## src/rtl/id_ex_stage_pkg.sv

```systemverilog
`default_nettype none
// +------------------------------------------------------------------+
// | id_ex_stage_pkg : bundle widths, bit indices, FSM codes, helpers |
// | Revision: 1.0                                                    |
// +------------------------------------------------------------------+
package id_ex_stage_pkg;
  localparam int WB_W  = 2;
  localparam int MEM_W = 3;
  localparam int EX_W  = 4;
  localparam int CNT_W = 16;

  localparam int WB_REGWRITE_BIT  = 1;
  localparam int WB_MEMTOREG_BIT  = 0;
  localparam int MEM_BRANCH_BIT   = 2;
  localparam int MEM_READ_BIT     = 1;
  localparam int MEM_WRITE_BIT    = 0;
  localparam int EX_REGDST_BIT    = 3;
  localparam int EX_ALUOP1_BIT    = 2;
  localparam int EX_ALUOP0_BIT    = 1;
  localparam int EX_ALUSRC_BIT    = 0;

  localparam logic [0:0] ST_BUBBLE = 1'b0;
  localparam logic [0:0] ST_LOADED = 1'b1;

  function automatic logic [CNT_W-1:0] sat_inc(input logic [CNT_W-1:0] v);
    return (&v) ? v : v + 16'd1;
  endfunction
endpackage
`default_nettype wire

```

## src/rtl/id_ex_stage_if.sv

```systemverilog
`default_nettype none
// +------------------------------------------------------------------+
// | id_ex_stage_if : ID-side inputs and EX-side outputs of ID/EX reg |
// | Revision: 1.0                                                    |
// +------------------------------------------------------------------+
interface id_ex_stage_if #(
  parameter int DATA_W = 32,
  parameter int REG_W  = 5
);
  logic [id_ex_stage_pkg::WB_W-1:0]  WB_in,  WB_out;
  logic [id_ex_stage_pkg::MEM_W-1:0] MEM_in, MEM_out;
  logic [id_ex_stage_pkg::EX_W-1:0]  EX_in,  EX_out;
  logic [DATA_W-1:0] PCPlus4_in, ReadData1_in, ReadData2_in, SignExt_in;
  logic [DATA_W-1:0] PCPlus4_out, ReadData1_out, ReadData2_out, SignExt_out;
  logic [REG_W-1:0]  Rs_in, Rt_in, Rd_in, Rs_out, Rt_out, Rd_out;
  logic              Flush;
  logic              Valid_out;
  logic              Stall;
  logic [id_ex_stage_pkg::CNT_W-1:0] BubbleCount;

  modport master (
    output WB_in, MEM_in, EX_in, PCPlus4_in, ReadData1_in, ReadData2_in,
           SignExt_in, Rs_in, Rt_in, Rd_in, Flush,
    input  WB_out, MEM_out, EX_out, PCPlus4_out, ReadData1_out, ReadData2_out,
           SignExt_out, Rs_out, Rt_out, Rd_out, Valid_out, Stall, BubbleCount
  );

  modport slave (
    input  WB_in, MEM_in, EX_in, PCPlus4_in, ReadData1_in, ReadData2_in,
           SignExt_in, Rs_in, Rt_in, Rd_in, Flush,
    output WB_out, MEM_out, EX_out, PCPlus4_out, ReadData1_out, ReadData2_out,
           SignExt_out, Rs_out, Rt_out, Rd_out, Valid_out, Stall, BubbleCount
  );
endinterface
`default_nettype wire

```

## src/rtl/id_ex_stage_hazard_detect.sv

```systemverilog
`default_nettype none
// +------------------------------------------------------------------+
// | hazard_detect : load-use comparison between EX load and ID srcs  |
// | Revision: 1.0                                                    |
// +------------------------------------------------------------------+
module hazard_detect #(
  parameter int REG_W = 5
) (
  input  logic             mem_read_ex,
  input  logic [REG_W-1:0] rt_ex,
  input  logic [REG_W-1:0] rs_id,
  input  logic [REG_W-1:0] rt_id,
  output logic             stall
);
  // $0 is hardwired zero, so a load targeting it never creates a dependency
  assign stall = mem_read_ex && (rt_ex != '0) && ((rt_ex == rs_id) || (rt_ex == rt_id));
endmodule
`default_nettype wire

```

## src/rtl/id_ex_stage.sv

```systemverilog
`default_nettype none
// +------------------------------------------------------------------+
// | id_ex_stage : ID/EX pipeline register with bubble insertion.     |
// | Load-use stall detection enabled by macro LOAD_USE_STALL_EN.     |
// | Revision: 1.0                                                    |
// +------------------------------------------------------------------+
module id_ex_stage
  import id_ex_stage_pkg::*;
#(
  parameter int DATA_W = 32,
  parameter int REG_W  = 5
) (
  input  logic          clk,
  input  logic          rst,
  id_ex_stage_if.slave  bus
);
  logic [WB_W-1:0]   r_wb;
  logic [MEM_W-1:0]  r_mem;
  logic [EX_W-1:0]   r_ex;
  logic [DATA_W-1:0] r_pc, r_rd1, r_rd2, r_se;
  logic [REG_W-1:0]  r_rs, r_rt, r_rd;
  logic [0:0]        r_state;
  logic [0:0]        w_next_state;
  logic              w_valid;
  logic [CNT_W-1:0]  r_bubble_cnt;
  logic              w_stall;
  logic              w_bubble;

`ifdef LOAD_USE_STALL_EN
  hazard_detect #(.REG_W(REG_W)) u_hazard (
    .mem_read_ex (r_mem[MEM_READ_BIT]),
    .rt_ex       (r_rt),
    .rs_id       (bus.Rs_in),
    .rt_id       (bus.Rt_in),
    .stall       (w_stall)
  );
`else
  assign w_stall = 1'b0;
`endif

  // Flush and stall together still produce a single bubble
  assign w_bubble = bus.Flush | w_stall;

  always_ff @(posedge clk) begin
    if (rst) begin
      r_state      <= ST_BUBBLE;
      r_wb         <= '0;
      r_mem        <= '0;
      r_ex         <= '0;
      r_pc         <= '0;
      r_rd1        <= '0;
      r_rd2        <= '0;
      r_se         <= '0;
      r_rs         <= '0;
      r_rt         <= '0;
      r_rd         <= '0;
      r_bubble_cnt <= '0;
    end else begin
      r_state      <= w_next_state;
      r_wb         <= w_bubble ? '0 : bus.WB_in;
      r_mem        <= w_bubble ? '0 : bus.MEM_in;
      r_ex         <= w_bubble ? '0 : bus.EX_in;
      r_pc         <= bus.PCPlus4_in;
      r_rd1        <= bus.ReadData1_in;
      r_rd2        <= bus.ReadData2_in;
      r_se         <= bus.SignExt_in;
      r_rs         <= bus.Rs_in;
      r_rt         <= bus.Rt_in;
      r_rd         <= bus.Rd_in;
      r_bubble_cnt <= w_bubble ? sat_inc(r_bubble_cnt) : r_bubble_cnt;
    end
  end

  always_comb begin
    w_next_state = ST_LOADED;
    if (w_bubble) w_next_state = ST_BUBBLE;
  end

  always_comb begin
    w_valid = 1'b0;
    if (r_state == ST_LOADED) w_valid = 1'b1;
  end

  assign bus.WB_out        = r_wb;
  assign bus.MEM_out       = r_mem;
  assign bus.EX_out        = r_ex;
  assign bus.PCPlus4_out   = r_pc;
  assign bus.ReadData1_out = r_rd1;
  assign bus.ReadData2_out = r_rd2;
  assign bus.SignExt_out   = r_se;
  assign bus.Rs_out        = r_rs;
  assign bus.Rt_out        = r_rt;
  assign bus.Rd_out        = r_rd;
  assign bus.Valid_out     = w_valid;
  assign bus.Stall         = w_stall;
  assign bus.BubbleCount   = r_bubble_cnt;
endmodule
`default_nettype wire

```

## src/flat_wrapper.sv

```systemverilog
// flat-port wrapper written by rule: the top's interface ports become plain ports
module id_ex_stage_flat import id_ex_stage_pkg::*;
#(
  parameter int DATA_W = 32,
  parameter int REG_W  = 5
)
  (clk, rst, bus_WB_in, bus_MEM_in, bus_EX_in, bus_PCPlus4_in, bus_ReadData1_in, bus_ReadData2_in, bus_SignExt_in, bus_Rs_in, bus_Rt_in, bus_Rd_in, bus_Flush, bus_WB_out, bus_MEM_out, bus_EX_out, bus_PCPlus4_out, bus_ReadData1_out, bus_ReadData2_out, bus_SignExt_out, bus_Rs_out, bus_Rt_out, bus_Rd_out, bus_Valid_out, bus_Stall, bus_BubbleCount);
  id_ex_stage_if #(.DATA_W(DATA_W), .REG_W(REG_W)) bus_i ();
  input  logic clk;
  input  logic rst;
  input wire logic [$bits(bus_i.WB_in)-1:0] bus_WB_in;
  input wire logic [$bits(bus_i.MEM_in)-1:0] bus_MEM_in;
  input wire logic [$bits(bus_i.EX_in)-1:0] bus_EX_in;
  input wire logic [$bits(bus_i.PCPlus4_in)-1:0] bus_PCPlus4_in;
  input wire logic [$bits(bus_i.ReadData1_in)-1:0] bus_ReadData1_in;
  input wire logic [$bits(bus_i.ReadData2_in)-1:0] bus_ReadData2_in;
  input wire logic [$bits(bus_i.SignExt_in)-1:0] bus_SignExt_in;
  input wire logic [$bits(bus_i.Rs_in)-1:0] bus_Rs_in;
  input wire logic [$bits(bus_i.Rt_in)-1:0] bus_Rt_in;
  input wire logic [$bits(bus_i.Rd_in)-1:0] bus_Rd_in;
  input wire logic [$bits(bus_i.Flush)-1:0] bus_Flush;
  output wire logic [$bits(bus_i.WB_out)-1:0] bus_WB_out;
  output wire logic [$bits(bus_i.MEM_out)-1:0] bus_MEM_out;
  output wire logic [$bits(bus_i.EX_out)-1:0] bus_EX_out;
  output wire logic [$bits(bus_i.PCPlus4_out)-1:0] bus_PCPlus4_out;
  output wire logic [$bits(bus_i.ReadData1_out)-1:0] bus_ReadData1_out;
  output wire logic [$bits(bus_i.ReadData2_out)-1:0] bus_ReadData2_out;
  output wire logic [$bits(bus_i.SignExt_out)-1:0] bus_SignExt_out;
  output wire logic [$bits(bus_i.Rs_out)-1:0] bus_Rs_out;
  output wire logic [$bits(bus_i.Rt_out)-1:0] bus_Rt_out;
  output wire logic [$bits(bus_i.Rd_out)-1:0] bus_Rd_out;
  output wire logic [$bits(bus_i.Valid_out)-1:0] bus_Valid_out;
  output wire logic [$bits(bus_i.Stall)-1:0] bus_Stall;
  output wire logic [$bits(bus_i.BubbleCount)-1:0] bus_BubbleCount;
  assign bus_i.WB_in = bus_WB_in;
  assign bus_i.MEM_in = bus_MEM_in;
  assign bus_i.EX_in = bus_EX_in;
  assign bus_i.PCPlus4_in = bus_PCPlus4_in;
  assign bus_i.ReadData1_in = bus_ReadData1_in;
  assign bus_i.ReadData2_in = bus_ReadData2_in;
  assign bus_i.SignExt_in = bus_SignExt_in;
  assign bus_i.Rs_in = bus_Rs_in;
  assign bus_i.Rt_in = bus_Rt_in;
  assign bus_i.Rd_in = bus_Rd_in;
  assign bus_i.Flush = bus_Flush;
  assign bus_WB_out = bus_i.WB_out;
  assign bus_MEM_out = bus_i.MEM_out;
  assign bus_EX_out = bus_i.EX_out;
  assign bus_PCPlus4_out = bus_i.PCPlus4_out;
  assign bus_ReadData1_out = bus_i.ReadData1_out;
  assign bus_ReadData2_out = bus_i.ReadData2_out;
  assign bus_SignExt_out = bus_i.SignExt_out;
  assign bus_Rs_out = bus_i.Rs_out;
  assign bus_Rt_out = bus_i.Rt_out;
  assign bus_Rd_out = bus_i.Rd_out;
  assign bus_Valid_out = bus_i.Valid_out;
  assign bus_Stall = bus_i.Stall;
  assign bus_BubbleCount = bus_i.BubbleCount;
  id_ex_stage #(.DATA_W(DATA_W), .REG_W(REG_W)) u_core (.clk(clk), .rst(rst), .bus(bus_i));
endmodule
```

## config.mk

```make
export PLATFORM = sky130hd
export DESIGN_NAME = id_ex_stage_flat
export DESIGN_NICKNAME = d
export VERILOG_FILES = /design/src/rtl/id_ex_stage_pkg.sv /design/src/rtl/id_ex_stage_if.sv /design/src/rtl/id_ex_stage_hazard_detect.sv /design/src/rtl/id_ex_stage.sv /design/src/flat_wrapper.sv
export SDC_FILE = /design/constraint.sdc
export NUM_CORES = 1
export LEC_CHECK = 0
export CAP_MARGIN = 20
export CORE_AREA = 2 2 125 127
export CTS_BUF_LIST = sky130_fd_sc_hd__clkbuf_8
export DETAILED_ROUTE_END_ITERATION = 8
export DIE_AREA = 0 0 127 129
export HOLD_SLACK_MARGIN = 0.12
export PLACE_DENSITY = 0.74
export SETUP_SLACK_MARGIN = 0.4
export SYNTH_ARGS = -nofsm -noshare
export SYNTH_HDL_FRONTEND = slang
export SYNTH_SLANG_ARGS = --single-unit
```

## constraint.sdc

```tcl
create_clock -name clk -period 4.6 [get_ports clk]
set_input_delay 0.69 -clock clk [delete_from_list [all_inputs] [get_ports clk]]
set_output_delay 0.69 -clock clk [all_outputs]
set_load 0.01 [all_outputs]
```

==> results_dict.tcl <==
set metrics [dict create \
    yosysUniqueCellTypes 37 \
    cap_violations 0 \
    min_period_ns 2.27 \
    die_area_mm2 0.0164 \
    rr_startpoint "u_core.bus.BubbleCount[0]" \
    areaGrowthSynthToFinish_pct 77.9 \
    vias_per_cell 4.29 \
    synth-edff-count 0 \
    cp_num_buf_inv 1 \
    synth-seq-area-share_pct 68.7 \
    multi_input_area_mm2 0.00144 \
    cts.sinks 169 \
    cp-start-kind "flop" \
    grt_max_degree 83 \
    cts_tree "done" \
    max_stage_delay_ns 0.64 \
    fillers 1210 \
    syn-num-nets 573 \
    report.final.slew_viol_count 0 \
    grt_util_all_layers_pct 16.3 \
    max_slew.worst_pin.slew_ns 0.841 \
    grt_pass1_wl_mm 20.5 \
    grt_pass1_vias 3974 \
    wirelength_mm 13.9 \
    finalNetCount 897 \
    design.portCount 325 \
    crit_type "flop to primary output" \
    worstPathCellList "clkdlybuf4s50_1" \
    antenna_found_initial 1 \
    p_leak_nw 3.35 \
    hpwl_mm 10.7 \
    max-vdd-ir-drop_mv 0.189 \
    hold_buffers 0 \
    layout_commonest_cell "clkdlybuf4s50_1" \
    fmax_mhz 440 \
    setup-tns-final_ns 0 \
    setup.worst_path.start "u_core.bus.BubbleCount[13]" \
    synth_seq_cells 169 \
    drc 0 \
    critical_path_peak_fanout 7 \
    relSlewSlack_pct 43.7 \
    wl_per_cell_um 14.8 \
    grt-ovfl-total 0 \
    ant_nets 0 \
    place.gp.congestion 0.834 \
    syn_inst 417 \
    cp_top_family "buffers and inverters" \
    reg2reg_setup_slack_ns 2.40 \
    min_path_type "flop to flop" \
    portBuffers 323 \
    reg2reg_to "u_core.bus.BubbleCount[15]" \
    core-area_mm2 0.0150 \
    post-route-util_pct 58.5 \
    clock_skew_ns 0.00376 \
    ys_warn_count 0 \
    cp-end-kind "primary output" \
    ff_latch_area_mm2 0.00338 \
    n_antenna_cell 0 \
    clkTransAtPathRegs_ns 0.09 \
    slowest_stage "clkdlybuf4s50_1" \
    rsz0062_at_grt "no" \
    numCtsBuffers 17 \
    initial_utilization_pct 32.9 \
    clock_path_buffers 2 \
    root_buffer "clkbuf_8" \
    ys.flop_type "dfxtp_1" \
    netlist_area_mm2 0.00492 \
    first_pass_iters 4 \
    worst-path-stages 1 \
    num_vias 4040 \
    h-tree-depth 4 \
    crit_required_ns 3.91 \
    fin_crit_sh_pct 49.4 \
    p_per_area_mw_per_mm2 354 \
    fp.dieW_um 127 \
    setup_violations 0 \
    async_flop_share_pct 0 \
    layout.cells.most_common_list "clkdlybuf4s50_1 (322), dfxtp_1 (169), nor2b_1 (145), clkbuf_8 (18), nor2_1 (10)" \
    rr_worst_depth 5 \
    crit_arrival_ns 1.58 \
    finalHoldViolations 0 \
    post_route_cells_drive_above_1_share_pct 5.57 \
    postSynthAreaPerCell_um2 11.8 \
    post_cts_buffers 0 \
    ctsResizeCount 0 \
    std_cell_rows 45 \
    status "completed" \
    die_h_um 129 \
    clk_latency_ns 0.44 \
    cp-endpoint "bus_BubbleCount[13]" \
    drtIter0Drc 164 \
]
==> state kept, by name (all words and copies together) (netlist names) <==
register	cells
u_core.bus.WB_out	2
u_core.r_state	1
u_core.bus.MEM_out	3
u_core.bus.Rs_out	5
u_core.bus.SignExt_out	32
u_core.bus.EX_out	4
u_core.bus.Rt_out	5
u_core.bus.ReadData1_out	32
u_core.bus.ReadData2_out	32
u_core.bus.Rd_out	5
u_core.bus.PCPlus4_out	32
u_core.bus.BubbleCount	16
==> power by group <==
group	switching (mW)	internal, mW	leakage (nW)
Combinational	0.126	0.265	1.73
Clock	0.544	0.611	0.218
Sequential	0.0219	1.53	1.40
==> synth_stat cells (2+ instances only) <==
library cell	number	area [um2]
dfxtp_1	169	3380
nor2b_1	145	907
clkbuf_1	17	63.8
nor2_1	10	37.5
and2_1	9	56.3
a21oi_1	8	40.0
nand4_1	6	37.5
nand3_1	5	25.0
o21ai_0	5	25.0
inv_1	3	11.3
nand2_1	3	11.3
nor3_1	3	15.0
o31ai_1	3	22.5
or4_1	3	22.5
and3_1	2	12.5
mux2i_1	2	20.0
nor4_1	2	12.5
or3_1	2	12.5
or3_2	2	15.0
==> final cells by class <==
type / count / area share (%)
sequential: 169 / 38.6
tap: 188 / 2.68
clock inverter: 14 / 2.23
clock buffer: 18 / 2.83
timing repair buffer: 325 / 37.0
multi-input combinational: 225 / 16.5
inverter: 3 / 0.129
==> routing by layer <==
| layer | vias up | track usage (%) | share of wire, % |
|---|---|---|---|
| met5 | - | 0 | 0.072 |
| met4 | 2 | 8.34 | 2.5 |
| met3 | 27 | 8.15 | 12 |
| met2 | 219 | 27.1 | 48 |
| met1 | 1819 | 17.2 | 38 |
| li1 | 1973 | - | - |
==> logic make-up (layout without fill, tap and decap cells) <==
group | after synthesis | count (layout) | share of synthesized area (%)
flops | 169 | 169 | 68.7
compound gates | 21 | 21 | 3.08
mux | 4 | 4 | 0.864
buf+inv | 23 | 360 | 1.98
fa+ha+maj | 1 | 1 | 0.254
xor+xnor | 1 | 1 | 0.178
simple gates | 197 | 197 | 24.9
other cells | 1 | 1 | 0.0762
==> metrics by stage <==
| stage | instance area (um2) | hold slack [ns] | total power [mW] | worst slack [ns] | std cells |
|---|---|---|---|---|---|
| floorplan | 4920 | 0.508 | 1.70 | 2.85 | 417 |
| global placement | 8320 | 0.483 | 1.98 | 2.35 | 910 |
| detailed placement | 8320 | 0.512 | 1.98 | 2.27 | 910 |
| CTS | 8760 | 0.531 | 3.14 | 2.29 | 942 |
| global route | 8760 | 0.577 | 3.24 | 2.20 | 942 |
| finish | 8760 | 0.525 | 3.10 | 2.33 | 942 |
==> worst min-delay path by stage <==
stage,startpoint,to,slack (ns),cells after the start
5_1_grt,u_core.bus.BubbleCount[11],u_core.bus.BubbleCount[11],0.58,2
3_3_place_gp,u_core.bus.BubbleCount[11],u_core.bus.BubbleCount[11],0.48,2
2_1_floorplan,u_core.bus.BubbleCount[11],u_core.bus.BubbleCount[11],0.51,2
3_5_place_dp,u_core.bus.BubbleCount[11],u_core.bus.BubbleCount[11],0.51,2
6_report,u_core.bus.BubbleCount[11],u_core.bus.BubbleCount[11],0.52,2
4_1_cts,u_core.bus.BubbleCount[11],u_core.bus.BubbleCount[11],0.53,2
(Power assumes the default switching activity.)
